<file path="src/rtl/lcd_pkg.sv">
// Shared HD44780 constants: request modes, sequencer states, status-byte fields.
// Both the writer and the reader sequencers import this package.
package lcd_pkg;

  localparam logic [1:0] MODE_BFAC = 2'd0;
  localparam logic [1:0] MODE_DATA = 2'd1;
  localparam logic [1:0] MODE_POLL = 2'd2;

  localparam int BF_BIT = 7;
  localparam int AC_MSB = 6;
  localparam int AC_LSB = 0;

  typedef enum logic [2:0] {
    ST_IDLE,
    ST_SETUP,
    ST_PULSE,
    ST_RECOVER,
    ST_DONE
  } lcd_state_e;

  function automatic int max2(input int a, input int b);
    return (a > b) ? a : b;
  endfunction

endpackage

</file>
<file path="src/rtl/lcd_reader_if.sv">
// Request/status and LCD pin bundle for the read sequencer.
// master = requester side, slave = the lcd_reader itself.
interface lcd_reader_if;

  logic       start;
  logic [1:0] mode;
  logic [7:0] lcd_data_in;
  logic       EN;
  logic       RW;
  logic       RS;
  logic       owns_bus;
  logic       busy;
  logic       done;
  logic       timeout;
  logic       bf;
  logic [6:0] ac;
  logic [7:0] rd_data;

  modport master (
    output start, mode, lcd_data_in,
    input  EN, RW, RS, owns_bus, busy,
    input  done, timeout, bf, ac, rd_data
  );

  modport slave (
    input  start, mode, lcd_data_in,
    output EN, RW, RS, owns_bus, busy,
    output done, timeout, bf, ac, rd_data
  );

endinterface

</file>
<file path="src/rtl/lcd_phase_timer.sv">
// Loadable down-counter with terminal-count flag for EN phase sequencing.
// Holds at zero once expired; a load always takes priority.
module lcd_phase_timer #(
  parameter int WIDTH = 8
) (
  input  logic             clk,
  input  logic             rst,
  input  logic             load,
  input  logic [WIDTH-1:0] load_val,
  output logic             tc
);

  logic [WIDTH-1:0] cnt_q;
  logic [WIDTH-1:0] cnt_d;

  always_comb begin
    cnt_d = cnt_q;
    if (load) begin
      cnt_d = load_val;
    end else if (cnt_q != '0) begin
      cnt_d = cnt_q - 1'b1;
    end
  end

  always_ff @(posedge clk) begin
    if (rst) begin
      cnt_q <= '0;
    end else begin
      cnt_q <= cnt_d;
    end
  end

  assign tc = (cnt_q == '0);

endmodule

</file>
<file path="src/rtl/lcd_reader.sv">
// HD44780 read sequencer: BF/AC read, data read, or polled busy-flag wait.
// All pin and status outputs come straight from flops.
module lcd_reader
  import lcd_pkg::*;
#(
  parameter int SETUP_CYCLES = 2,
  parameter int EN_CYCLES    = 50000,
  parameter int MAX_POLLS    = 255
) (
  input logic         clk,
  input logic         rst,
  lcd_reader_if.slave bus
);

  localparam int TW = $clog2(max2(SETUP_CYCLES, EN_CYCLES) + 1);
  localparam int PW = $clog2(MAX_POLLS + 1);

  localparam logic [TW-1:0] SETUP_LD = TW'(SETUP_CYCLES - 1);
  localparam logic [TW-1:0] EN_LD    = TW'(EN_CYCLES - 1);
  localparam logic [PW-1:0] POLL_MAX = PW'(MAX_POLLS);

  lcd_state_e state_q, state_d;
  logic [1:0]    mode_q, mode_d;
  logic [PW-1:0] polls_q, polls_d;
  logic en_q, en_d;
  logic rw_q, rw_d;
  logic rs_q, rs_d;
  logic own_q, own_d;
  logic busy_q, busy_d;
  logic done_q, done_d;
  logic to_q, to_d;
  logic bf_q, bf_d;
  logic [6:0] ac_q, ac_d;
  logic [7:0] rd_q, rd_d;

  logic          ld;
  logic [TW-1:0] ld_val;
  logic          tc;
  logic          again;

  lcd_phase_timer #(
    .WIDTH(TW)
  ) u_timer (
    .clk      (clk),
    .rst      (rst),
    .load     (ld),
    .load_val (ld_val),
    .tc       (tc)
  );

  // polls_q counts reads completed in this transaction
  assign again = (mode_q == MODE_POLL) && bf_q &&
                 (polls_q < POLL_MAX);

  always_comb begin
    state_d = state_q;
    mode_d  = mode_q;
    polls_d = polls_q;
    en_d    = en_q;
    rw_d    = rw_q;
    rs_d    = rs_q;
    own_d   = own_q;
    busy_d  = busy_q;
    done_d  = 1'b0;
    to_d    = to_q;
    bf_d    = bf_q;
    ac_d    = ac_q;
    rd_d    = rd_q;
    ld      = 1'b0;
    ld_val  = SETUP_LD;
    unique case (state_q)
      ST_IDLE: begin
        if (bus.start) begin
          state_d = ST_SETUP;
          mode_d  = (bus.mode == MODE_DATA ||
                     bus.mode == MODE_POLL) ?
                    bus.mode : MODE_BFAC;
          rs_d    = (bus.mode == MODE_DATA);
          rw_d    = 1'b1;
          own_d   = 1'b1;
          busy_d  = 1'b1;
          to_d    = 1'b0;
          polls_d = '0;
          ld      = 1'b1;
          ld_val  = SETUP_LD;
        end
      end
      ST_SETUP: begin
        if (tc) begin
          state_d = ST_PULSE;
          en_d    = 1'b1;
          ld      = 1'b1;
          ld_val  = EN_LD;
        end
      end
      ST_PULSE: begin
        if (tc) begin
          state_d = ST_RECOVER;
          en_d    = 1'b0;
          ld      = 1'b1;
          ld_val  = EN_LD;
          polls_d = (polls_q == POLL_MAX) ?
                    polls_q : polls_q + 1'b1;
          if (rs_q) begin
            rd_d = bus.lcd_data_in;
          end else begin
            bf_d = bus.lcd_data_in[BF_BIT];
            ac_d = bus.lcd_data_in[AC_MSB:AC_LSB];
          end
        end
      end
      ST_RECOVER: begin
        if (tc) begin
          if (again) begin
            state_d = ST_SETUP;
            ld      = 1'b1;
            ld_val  = SETUP_LD;
          end else begin
            state_d = ST_DONE;
            to_d    = (mode_q == MODE_POLL) && bf_q;
            done_d  = 1'b1;
            rw_d    = 1'b0;
            rs_d    = 1'b0;
            own_d   = 1'b0;
          end
        end
      end
      ST_DONE: begin
        state_d = ST_IDLE;
        busy_d  = 1'b0;
      end
      default: begin
        state_d = ST_IDLE;
      end
    endcase
  end

  always_ff @(posedge clk) begin
    if (rst) begin
      state_q <= ST_IDLE;
      mode_q  <= MODE_BFAC;
      polls_q <= '0;
      en_q    <= 1'b0;
      rw_q    <= 1'b0;
      rs_q    <= 1'b0;
      own_q   <= 1'b0;
      busy_q  <= 1'b0;
      done_q  <= 1'b0;
      to_q    <= 1'b0;
      bf_q    <= 1'b1;
      ac_q    <= '0;
      rd_q    <= '0;
    end else begin
      state_q <= state_d;
      mode_q  <= mode_d;
      polls_q <= polls_d;
      en_q    <= en_d;
      rw_q    <= rw_d;
      rs_q    <= rs_d;
      own_q   <= own_d;
      busy_q  <= busy_d;
      done_q  <= done_d;
      to_q    <= to_d;
      bf_q    <= bf_d;
      ac_q    <= ac_d;
      rd_q    <= rd_d;
    end
  end

  assign bus.EN       = en_q;
  assign bus.RW       = rw_q;
  assign bus.RS       = rs_q;
  assign bus.owns_bus = own_q;
  assign bus.busy     = busy_q;
  assign bus.done     = done_q;
  assign bus.timeout  = to_q;
  assign bus.bf       = bf_q;
  assign bus.ac       = ac_q;
  assign bus.rd_data  = rd_q;

endmodule

</file>
<file path="src/flat_wrapper.sv">
// flat-port wrapper written by rule: the top's interface ports become plain ports
module lcd_reader_flat import lcd_pkg::*;
#(
  parameter int SETUP_CYCLES = 2,
  parameter int EN_CYCLES    = 50000,
  parameter int MAX_POLLS    = 255
)
  (clk, rst, bus_start, bus_mode, bus_lcd_data_in, bus_EN, bus_RW, bus_RS, bus_owns_bus, bus_busy, bus_done, bus_timeout, bus_bf, bus_ac, bus_rd_data);
  lcd_reader_if bus_i ();
  input logic clk;
  input logic rst;
  input wire logic [$bits(bus_i.start)-1:0] bus_start;
  input wire logic [$bits(bus_i.mode)-1:0] bus_mode;
  input wire logic [$bits(bus_i.lcd_data_in)-1:0] bus_lcd_data_in;
  output wire logic [$bits(bus_i.EN)-1:0] bus_EN;
  output wire logic [$bits(bus_i.RW)-1:0] bus_RW;
  output wire logic [$bits(bus_i.RS)-1:0] bus_RS;
  output wire logic [$bits(bus_i.owns_bus)-1:0] bus_owns_bus;
  output wire logic [$bits(bus_i.busy)-1:0] bus_busy;
  output wire logic [$bits(bus_i.done)-1:0] bus_done;
  output wire logic [$bits(bus_i.timeout)-1:0] bus_timeout;
  output wire logic [$bits(bus_i.bf)-1:0] bus_bf;
  output wire logic [$bits(bus_i.ac)-1:0] bus_ac;
  output wire logic [$bits(bus_i.rd_data)-1:0] bus_rd_data;
  assign bus_i.start = bus_start;
  assign bus_i.mode = bus_mode;
  assign bus_i.lcd_data_in = bus_lcd_data_in;
  assign bus_EN = bus_i.EN;
  assign bus_RW = bus_i.RW;
  assign bus_RS = bus_i.RS;
  assign bus_owns_bus = bus_i.owns_bus;
  assign bus_busy = bus_i.busy;
  assign bus_done = bus_i.done;
  assign bus_timeout = bus_i.timeout;
  assign bus_bf = bus_i.bf;
  assign bus_ac = bus_i.ac;
  assign bus_rd_data = bus_i.rd_data;
  lcd_reader #(.SETUP_CYCLES(SETUP_CYCLES), .EN_CYCLES(EN_CYCLES), .MAX_POLLS(MAX_POLLS)) u_core (.clk(clk), .rst(rst), .bus(bus_i));
endmodule
</file>
<file path="config.mk">
export PLATFORM = sky130hd
export DESIGN_NAME = lcd_reader_flat
export DESIGN_NICKNAME = d
export VERILOG_FILES = /design/src/rtl/lcd_pkg.sv /design/src/rtl/lcd_reader_if.sv /design/src/rtl/lcd_phase_timer.sv /design/src/rtl/lcd_reader.sv /design/src/flat_wrapper.sv
export SDC_FILE = /design/constraint.sdc
export NUM_CORES = 1
export LEC_CHECK = 0
export CORE_MARGIN = 2
export CORE_UTILIZATION = 30
export CTS_CLUSTER_SIZE = 30
export DETAILED_ROUTE_END_ITERATION = 7
export PLACE_DENSITY = 0.47
export SYNTH_ARGS = -nofsm -noshare
export SYNTH_HDL_FRONTEND = slang
export SYNTH_SLANG_ARGS = --single-unit
</file>
<file path="constraint.sdc">
create_clock -name clk -period 2.45 [get_ports clk]
set_input_delay 0.49 -clock clk [delete_from_list [all_inputs] [get_ports clk]]
set_output_delay 0.49 -clock clk [all_outputs]
set_load 0.01 [all_outputs]
</file>
==> qor.txt <==
mean cell area of the mapped netlist - 8.781 µm²
fin area - 3098 µm²
clk_lat worst skew - 0.31 ns
first-pass GRT wire length - 10890 µm
top_reg_cell synth - dfxtp_1
ys async rst share - 0
DRT antenna net count - 0
area grow syn2layout - 24.67%
dpl cell area - 3010 µm²
clock skew - 0.007870 ns
CP Max Fanout - 9
Fin Setup TNS - 0 ns
Ys Warns - 0
total of max-cap violations - 0
diodes inserted - 0
CTS-repair resized insts - 0
gr usage total - 0.1546
core box area - 8134 µm²
Int Pwr - 0.001841 W
unrepaired setup endpoints after global routing - false
fraction of layout cells with a size suffix above 1 - 0.1142
Setup CP Type - reg2reg
combinational power share - 0.504
Sw Ratio - 0.4434
DIE AREA - 9027 µm²
Remaining Overflow, GRT - 0
NumNets Final - 339
clock share of power - 0.151
post-synthesis net count - 299
clock buffer depth - 2
Cell Pwr Density - 1068 nW/µm²
port bufs - 35
outcome - finished clean
via/cell ratio - 5.310
commonest non-fill, non-tap cell in the layout - dfxtp_1
die width - 95.01 µm
H-tree lvl count - 2
total power - 0.003307 W
Vias - 2278
DRT iter0 DRCs - 109
hold_ws - 0.4678 ns
crit path DAT - 2.36 ns
Mapped Area - 2485 µm²
root buffer cell - clkbuf_8
Initial DRT Pass Iterations - 5
CP Data Required Time - 2.69 ns
max_slew headroom - 0.6419
Synth Instances - 283
HP Class - reg2reg
sequential share of power - 0.345
RD Place Congestion - 0.7476
EDFF count, synth - 0
TritonCTS clock tree - built
# fillers - 829
Detail Placement HPWL - 4730 µm
startpoint types - flip-flop
CP endpoint kind - flip-flop
Pins Over Slew Limit - 0
hold_buf cts - 0
Row Count - 33
CTS sink count - 51
P_leak - 1.033 nW
largest net degree at the start of global routing - 23
commonest non-fill, non-tap cells in the layout - dfxtp_1 (51), a21oi_1 (35), clkdlybuf4s50_1 (35), nand4_1 (22), o31ai_1 (22)
max frequency - 0.4711 GHz
fin crit share - 0.8665
post-layout minimum cycle time - 2.123 ns
Worst-path clk slew - 0.10 ns
peak supply drop - 591.1 µV
number of I/O pins - 36
Detailed Route WL - 6728 µm
Initial Utilization - 0.3055
Net Sw Power - 0.001466 W
Avg WL per Cell - 15.68 µm
die height - 95.01 µm
Worst-Margin Slew - 0.5327 ns
final hold vios - 0
vias in the first global route - 2104
sequential cell area fraction in the yosys report - 0.4109
initial antenna violation count - 0
# Post-CTS Setup Buffers - 0
#FFs+latches synth - 51
DR DRC count - 0
CTS Buf Count - 5
setup violators final - 0
post-synthesis cell type count - 49
[Yosys cell counts (3+ instances only)]
cell / number / area share
a211oi_1: 6 / 0.018
a21oi_1: 35 / 0.070
a31oi_1: 3 / 0.0076
and2_1: 3 / 0.0076
and3b_1: 3 / 0.011
buf_2: 7 / 0.014
clkbuf_1: 11 / 0.017
dfxtp_1: 51 / 0.41
ha_1: 3 / 0.015
inv_1: 6 / 0.0091
mux2i_1: 4 / 0.016
nand2_1: 15 / 0.023
nand3_1: 9 / 0.018
nand3b_1: 7 / 0.021
nand4_1: 22 / 0.055
nor2_1: 11 / 0.017
nor3_1: 4 / 0.0081
nor4_2: 3 / 0.015
o211ai_1: 3 / 0.0091
o21ai_1: 4 / 0.0081
o31ai_1: 22 / 0.066
or3_1: 10 / 0.025
or4_1: 6 / 0.018
xor2_1: 3 / 0.011
[power by group through the flow]
| stage | clock network, W | registers, W | logic (W) |
|---|---|---|---|
| 2_1_floorplan | 0 | 0.00111 | 0.00119 |
| 3_3_place_gp | 0 | 0.00116 | 0.00168 |
| 3_5_place_dp | 0 | 0.00116 | 0.00167 |
| 4_1_cts | 0.000525 | 0.00114 | 0.00168 |
| 5_1_grt | 0.000553 | 0.00117 | 0.00186 |
| 6_report | 0.000499 | 0.00114 | 0.00167 |
[cell families after synthesis]
kind of cell | after synthesis | synth area share
adder cells (fa/ha/maj) | 3 | 0.01511
multiplexers | 4 | 0.01611
XOR/XNOR | 5 | 0.01763
AO/OA/AOI/OAI | 86 | 0.2226
AND/OR/NAND/NOR | 106 | 0.2689
flip-flops | 51 | 0.4109
buffers and inverters | 28 | 0.04884
[layer usage]
| metal | global-route usage | vias to the layer above | part of all wire |
|---|---|---|---|
| li1 | - | 1166 | - |
| met1 | 0.2299 | 1078 | 0.52 |
| met2 | 0.2305 | 30 | 0.44 |
| met3 | 0.03162 | 4 | 0.026 |
| met4 | 0.03261 | 0 | 0.0079 |
| met5 | 0 | - | 0 |
[final cells by class]
cell class | instances | area (µm²) | share of cell area
Clock inverter | 3 | 18.77 | 0.006058
Timing Repair Buffer | 53 | 485.5 | 0.1567
Sequential cell | 51 | 1021 | 0.3296
Clock buffer | 5 | 68.82 | 0.02221
Multi-Input combinational cell | 204 | 1343 | 0.4334
Tap cell | 105 | 131.4 | 0.04241
Inverter | 8 | 30.03 | 0.009693
[worst max-delay path, stage by stage (launching register included)]
cell     delay (ns)
dfxtp_1        0.34
inv_1          0.10
ha_1           0.16
nor3b_1        0.33
buf_4          0.20
and4_1         0.41
buf_4          0.21
nand3_1        0.11
a31oi_1        0.18
[through the flow]
step | setup slack, ns | utilization | std cells
floorplan | 0.5641 | - | 283
global placement | 0.3961 | 0.3701 | 421
detailed placement | 0.3300 | 0.3701 | 421
CTS | 0.3055 | 0.3809 | 429
global route | 0.09231 | 0.3809 | 429
finish | 0.3272 | 0.3809 | 429
[worst paths after layout]
kind,depth (start not counted),slack (ns),to,start
worst max register to register,8,0.33,u_core.u_timer.cnt_q[9],u_core.u_timer.cnt_q[0]
worst min register to register,2,0.47,u_core.bus.rd_data[7],u_core.bus.rd_data[7]
worst min-delay path,2,0.47,u_core.bus.rd_data[7],u_core.bus.rd_data[7]
worst max-delay path,8,0.33,u_core.u_timer.cnt_q[9],u_core.u_timer.cnt_q[0]
[sequential cells by signal, summed over array words and instances (netlist names)]
signal	count
u_core.bus.ac	7
u_core.bus.timeout	1
u_core.u_timer.cnt_q	16
u_core.bus.RW	1
u_core.bus.rd_data	8
u_core.mode_q	2
u_core.bus.busy	1
u_core.bus.done	1
u_core.bus.RS	1
u_core.state_q	3
u_core.bus.bf	1
u_core.polls_q	8
u_core.bus.EN	1
Power figures use the tool's default switching activity.
